<file path="src/rtl/mips_cpu_hilo_unit.sv">
// HI/LO register unit for a MIPS core: launches MULT/MULTU on an external
// pipelined multiplier, commits its product to HI/LO, and serves MTHI/MTLO.
module mips_cpu_hilo_unit #(
  parameter int LATENCY = 1
) (
  input  logic        clk,
  input  logic        reset_n,
  input  logic        mul_start,
  input  logic        mul_sign,
  input  logic [31:0] rs_data,
  input  logic [31:0] rt_data,
  output logic [31:0] mult_a,
  output logic [31:0] mult_b,
  output logic        mult_sign,
  input  logic [63:0] mult_product,
  input  logic        mthi,
  input  logic        mtlo,
  input  logic [31:0] wdata,
  input  logic        rd_req,
  output logic [31:0] hi,
  output logic [31:0] lo,
  output logic        busy,
  output logic        stall,
  output logic        done
);

  localparam int CNT_W = $clog2(LATENCY + 1);
  localparam logic [CNT_W-1:0] CNT_LOAD = CNT_W'(LATENCY);
  localparam logic [CNT_W-1:0] CNT_ONE  = CNT_W'(1);
  localparam logic [CNT_W-1:0] CNT_ZERO = CNT_W'(0);

  typedef enum logic [0:0] {
    IDLE = 1'b0,
    WAIT = 1'b1
  } state_t;

  state_t            state_r, state_nxt_s;
  logic [CNT_W-1:0]  cnt_r, cnt_nxt_s;
  logic [31:0]       hi_r, hi_nxt_s;
  logic [31:0]       lo_r, lo_nxt_s;
  logic [31:0]       mult_a_r, mult_a_nxt_s;
  logic [31:0]       mult_b_r, mult_b_nxt_s;
  logic              mult_sign_r, mult_sign_nxt_s;
  logic              done_r, done_nxt_s;
  logic              mt_write_s;
  logic              commit_s;

  assign mt_write_s = mthi | mtlo;
  // A commit needs the full latency elapsed with nothing overriding this edge.
  assign commit_s   = (state_r == WAIT) && (cnt_r == CNT_ZERO) &&
                      !mul_start && !mt_write_s;

  // State, counter and architectural/datapath registers.
  always_ff @(posedge clk) begin
    if (!reset_n) begin
      state_r     <= IDLE;
      cnt_r       <= CNT_ZERO;
      hi_r        <= 32'h0000_0000;
      lo_r        <= 32'h0000_0000;
      mult_a_r    <= 32'h0000_0000;
      mult_b_r    <= 32'h0000_0000;
      mult_sign_r <= 1'b0;
      done_r      <= 1'b0;
    end else begin
      state_r     <= state_nxt_s;
      cnt_r       <= cnt_nxt_s;
      hi_r        <= hi_nxt_s;
      lo_r        <= lo_nxt_s;
      mult_a_r    <= mult_a_nxt_s;
      mult_b_r    <= mult_b_nxt_s;
      mult_sign_r <= mult_sign_nxt_s;
      done_r      <= done_nxt_s;
    end
  end

  // Next state: a new multiply beats an MT write, which beats the countdown.
  always_comb begin
    state_nxt_s = state_r;
    cnt_nxt_s   = cnt_r;
    if (mul_start) begin
      state_nxt_s = WAIT;
      cnt_nxt_s   = CNT_LOAD;
    end else if (mt_write_s) begin
      state_nxt_s = IDLE;
      cnt_nxt_s   = CNT_ZERO;
    end else begin
      case (state_r)
        WAIT: begin
          if (cnt_r != CNT_ZERO) begin
            cnt_nxt_s = cnt_r - CNT_ONE;
          end else begin
            state_nxt_s = IDLE;
          end
        end
        IDLE: begin
          state_nxt_s = IDLE;
        end
        default: begin
          state_nxt_s = IDLE;
          cnt_nxt_s   = CNT_ZERO;
        end
      endcase
    end
  end

  // Next values of operand latches, HI/LO and the done pulse.
  always_comb begin
    hi_nxt_s        = hi_r;
    lo_nxt_s        = lo_r;
    mult_a_nxt_s    = mult_a_r;
    mult_b_nxt_s    = mult_b_r;
    mult_sign_nxt_s = mult_sign_r;
    done_nxt_s      = commit_s;
    if (mul_start) begin
      mult_a_nxt_s    = rs_data;
      mult_b_nxt_s    = rt_data;
      mult_sign_nxt_s = mul_sign;
    end else if (mt_write_s) begin
      if (mthi) begin
        hi_nxt_s = wdata;
      end else begin
        hi_nxt_s = hi_r;
      end
      if (mtlo) begin
        lo_nxt_s = wdata;
      end else begin
        lo_nxt_s = lo_r;
      end
    end else if (commit_s) begin
      hi_nxt_s = mult_product[63:32];
      lo_nxt_s = mult_product[31:0];
    end else begin
      hi_nxt_s = hi_r;
      lo_nxt_s = lo_r;
    end
  end

  assign mult_a    = mult_a_r;
  assign mult_b    = mult_b_r;
  assign mult_sign = mult_sign_r;
  assign hi        = hi_r;
  assign lo        = lo_r;
  assign done      = done_r;
  assign busy      = (state_r == WAIT);
  assign stall     = rd_req & busy;

endmodule

</file>
<file path="config.mk">
export PLATFORM = sky130hd
export DESIGN_NAME = mips_cpu_hilo_unit
export DESIGN_NICKNAME = d
export VERILOG_FILES = /design/src/rtl/mips_cpu_hilo_unit.sv
export SDC_FILE = /design/constraint.sdc
export NUM_CORES = 1
export LEC_CHECK = 0
export CORE_MARGIN = 3
export CORE_UTILIZATION = 40
export CTS_CLUSTER_SIZE = 14
export DETAILED_ROUTE_END_ITERATION = 16
export HOLD_SLACK_MARGIN = 0.02
export PLACE_DENSITY = 0.81
export SLEW_MARGIN = 5
export SYNTH_ARGS = -nofsm -noshare
export SYNTH_HDL_FRONTEND = slang
export SYNTH_SLANG_ARGS = --single-unit
</file>
<file path="constraint.sdc">
create_clock -name clk -period 2.35 [get_ports clk]
set_clock_uncertainty 0.15 [all_clocks]
set_input_delay 0.705 -clock clk [delete_from_list [all_inputs] [get_ports clk]]
set_output_delay 0.705 -clock clk [all_outputs]
set_load 0.03 [all_outputs]
</file>
; After elaboration in Yosys (flattened, before gate mapping)
; Cells that the tools add are included.
[word_totals]
regBits = 132
latch_bits = 0
ram_bits = 0
mem_bits_ro = 0
in_bits = 167
wordCells = 39
n_memories = 0
[op_classes]
n_addsub = 1
mul = 0
div_mod_pow = 0
magnitude_cmp = 0
eq_ne = 2
shifts = 0
n_mux = 14
bitwise_logic = 5
n_reduce_logical = 9
[op_table]
columns = operator, n
row1 = $mux 32, 6
row2 = $mux 1, 7
row3 = $reduce_and 3->1, 2
row4 = $ne 2x2->1 const B, 2
row5 = $logic_and 1x1->1, 3
row6 = $not 1->1, 3
row7 = $reduce_bool 3->1, 1
row8 = $logic_not 1->1, 2
row9 = $pmux 1 s2, 1
row10 = $reduce_bool 2->1, 1
row11 = $and 1x1->1, 1
row12 = $or 1x1->1, 1
row13 = $sub 1x1->1 const B, 1

; Depth between registers and ports, before layout
[logic_depth]
ltp_word = 6
mapped_depth = 6

; Least setup slack after synthesis
; No wires, ideal clock.
[synth_path]
path_type = input -> register
from = input mtlo
to = register hi_r[31], in the netlist hi[31]
arrival_time_ns = 1.798
required_ns = 2.081
path_slack_ns = 0.284
stages = 6
path_buffers = 3
cell_sequence = buf_6 -> or3b_1 -> buf_2 -> clkbuf_2 -> o21a_1 -> o221a_1
[synth_between]
elab_chain_len = 5
elab_cells_between_ends = 7
classes_between = 1 x eq/ne / 1 x mux / 1 x bitwise / 4 x reduce/logical
[synth_lines]
columns = element, line
row1 = start: declaration, 17  ; input logic mtlo,
row2 = $or 1x1->1 *, 48  ; assign mt_write_s = mthi | mtlo;
row3 = $logic_not 1->1, 51  ; !mul_start && !mt_write_s;
row4 = $logic_and 1x1->1, 51
row5 = $reduce_bool 2->1 (no source line), --
row6 = $reduce_and 3->1 (no source line), --
row7 = end signal: assignment, 67  ; hi_r <= hi_nxt_s;
row8 = end: declaration, 39  ; logic [31:0] hi_r, hi_nxt_s;
; Mark *: on every way between the ends. The rest lies on a longest branch, timed or not.
; A chain may end at the register's enable or synchronous reset.

; Worst setup path in the final report
[layout_path]
from = register mult_b_r[22], in the netlist mult_b[22]
to = output mult_b[22]
[layout_lines]
columns = element, line
row1 = start: declaration, 42  ; logic [31:0] mult_b_r, mult_b_nxt_s;
row2 = start signal: assignment, 70  ; mult_b_r <= mult_b_nxt_s;
row3 = end: declaration, 13  ; output logic [31:0] mult_b,
; No word-level cell between the ends.

==> metrics.md <==
| Metric | Value |
|---|---|
| Outcome | `finished clean` |
| Die area | `15800 sq um` |
| Post-DP HPWL | `15900 um` |
| CTS Hold Bufs | `0` |
| Finished Layout Cells | `1078` |
| Clock tree buffer depth | `2` |
| Area grow syn2layout | `67.3%` |
| Clock H-tree levels | `4` |
| # IOs | `299` |
| Root buf cell | `clkbuf_16` |
| FMAX | `0.426 GHz` |
| # setup viols final | `0` |
| EDFF count, synth | `0` |
| Worst Path Arrival | `1490 ps` |
| Share of layout cells above drive strength 1 | `7.35%` |
| Port Buf Inserts | `298` |
| Worst setup path startpoint | `mult_b[22]$_SDFFE_PN0P_` |
| Worst slew margin | `65.5%` |
| Pwr per Cell Area | `676 nW/um^2` |
| Iteration count of the initial detailed-routing pass | `5` |
| Fin. max-slew vios | `0` |
| Crit path required time | `1490 ps` |
| Clock-pin slew on the worst setup and hold paths | `60 ps` |
| Synthesized cell area | `5720 sq um` |
| Slowest stage cell on the critical path | `clkdlybuf4s50_1` |
| Leakage | `4.22 nW` |
| Unique masters post-synth | `31` |
| # DRC | `0` |
| Hold Fails Final Rpt | `0` |
| Final WL | `21300 um` |
| Top post-synthesis cells by area | `dfxtp_1, mux2i_1, nor2b_1, o21ai_0, a221oi_1` |
| YS warnings | `0` |
| Peak VDD IR | `467 uV` |
| Die X-Extent | `126 um` |
| DP Area | `8970 sq um` |
| Worst setup SP type | `flop` |
| Ys flop type | `dfxtp_1` |
| Rows | `43` |
| Worst hold path class | `flop to flop` |
| Critical path cell sequence | `clkdlybuf4s50_1` |
| Initial antenna violation count | `0` |
| Die Y | `126 um` |
| Synth top area share | `46.2%` |
| Top Layer Used | `met4` |
| Metal2 WL | `10400 um` |
| Total Power | `6.46 mW` |
| Clock Sinks | `132` |
| Worst R2R Start | `busy$_SDFF_PN0_` |
| Largest net degree at the start of global routing | `68` |
| Pre-CTS setup slack | `-236 ps` |
| Worst slew pin tran | `517 ps` |
| CP Max Fanout | `2` |
| CTS Buf Count | `17` |
| Fin crit period | `2350 ps` |
| Placer Congestion | `0.971` |
| Hold_sp | `lo[31]$_SDFFE_PN0P_` |
| Buffer count from post-CTS setup fixing | `0` |
| Global Route Usage Sum | `26.3%` |
| Post-layout util | `68.6%` |
| Mapped Nets | `765` |
| Drt wl/cell | `19.8 um` |
| Maximum capacitance violations | `0` |
| Biggest area consumer among synthesized cells | `dfxtp_1` |
| DR WL met3 | `2280 um` |
| Fin area | `9560 sq um` |
| Most frequent cells in the layout | `clkdlybuf4s50_1, dfxtp_1, nor2b_1` |
| Syn avg cell area | `9.56 sq um` |
| Placed cells | `1048` |
| FF+latch count, synth | `132` |
| Final worst setup slack | `0.582 ps` |
| Gate Count Post-Synth | `598` |
| Initial DRC count | `435` |
| Initial Util | `41.0%` |
| CP Buf/Inv Count | `1` |
| DR vias/cell | `5.44` |
| Final net count | `1054` |
| Crit end category | `output port` |
| ANT cells | `0` |
| Setup CP Type | `flop to output port` |
| CTS tree | `yes` |
| Antenna-violating nets left | `0` |
| Overflow after GRT | `0` |
| Global-route wire length before repair | `33100 um` |
| Vias | `5860` |
| Family with the most delay on the worst path | `buffers and inverters` |
| Core footprint | `13900 sq um` |
| Crit-path max cell delay | `730 ps` |
| Fin crit share | `100%` |
| Clk_lat worst skew | `400 ps` |
| Commonest non-fill, non-tap cell in the layout | `clkdlybuf4s50_1` |
| Seq/Total Area, Yosys | `46.2%` |
| Asr flop ratio synth | `0%` |
| Vias in the first global route | `6033` |
| Metal-1 WL | `7950 um` |
layout make-up:
type	instances	area (sq um)
inverters	35	131
flip-flops and latches	132	2640
fillers	1015	4370
multi-input cells	371	2680
repair buffers	330	3360
well taps	180	225
clock buffers	25	475
clock inverters	5	52.6
report_power, final:
group / internal (mW) / switching [mW] / leakage [nW] / total [mW]
combinational: 0.755 / 0.768 / 2.87 / 1.52
sequential: 2.41 / 0.106 / 1.09 / 2.51
clock: 1.49 / 0.926 / 0.257 / 2.42
total: 4.66 / 1.80 / 4.22 / 6.46
sequential cells by signal (all words and copies together), names as in the netlist:
name,cells
mult_b,32
lo,32
cnt_r,1
busy,1
mult_a,32
hi,32
done,1
mult_sign,1
Yosys cell counts, drive strengths merged, types with 2 or more instances:
master,n
nor2,3
nor2b,67
o21a,4
a31oi,31
a21o,3
and2,2
o21bai,31
dfxtp,132
buf,15
or3b,2
o221a,3
mux2i,65
o21ai,62
inv,35
a221oi,31
a21oi,32
clkbuf,45
a2bb2oi,28
metrics by stage:
step           hold WS (ps)  TNS (ps)
2_1_floorplan           378         0
3_3_place_gp            304     -3570
3_5_place_dp            304     -7440
4_1_cts                 312         0
5_1_grt                 341     -62.5
6_report                302         0
path summary, 6_finish.rpt:
kind | end | slack [ps] | depth (start not counted)
setup / recovery | mult_b[22] | 0.6 | 1
hold / removal | lo[31]$_SDFFE_PN0P_ | 300 | 2
setup reg to reg | hi[7]$_SDFFE_PN0P_ | 490 | 5
hold reg to reg | lo[31]$_SDFFE_PN0P_ | 300 | 2
worst register-to-register path: stages, from the launching register on:
cell	delay [ps]
dfxtp_1	320
buf_4	140
or3b_1	440
buf_4	240
o21ai_0	330
a2bb2oi_1	110
logic make-up (layout without fill, tap and decap cells):
kind of cell | count (synthesis) | in the layout | share of synthesized area [%]
mux | 65 | 65 | 11.4
compound gates | 227 | 227 | 26.8
simple gates | 79 | 79 | 8.63
flops | 132 | 132 | 46.2
buf+inv | 95 | 395 | 7.01
routing by layer:
layer	vias to the layer above	global-route usage, %
met2	345	44.3
met5	-	0
li1	2745	-
met1	2719	30.5
met3	51	9.14
met4	0	11.0
repair_timing:
item / CTS / global route
pin swaps: 0 / 0
cloned: 0 / 0
endpoints found under the hold margin: 0 / 0
endpoints found under the setup margin: 14 / 33
resized for setup: 14 / 33
No activity file was read; power rests on OpenSTA's default activity.
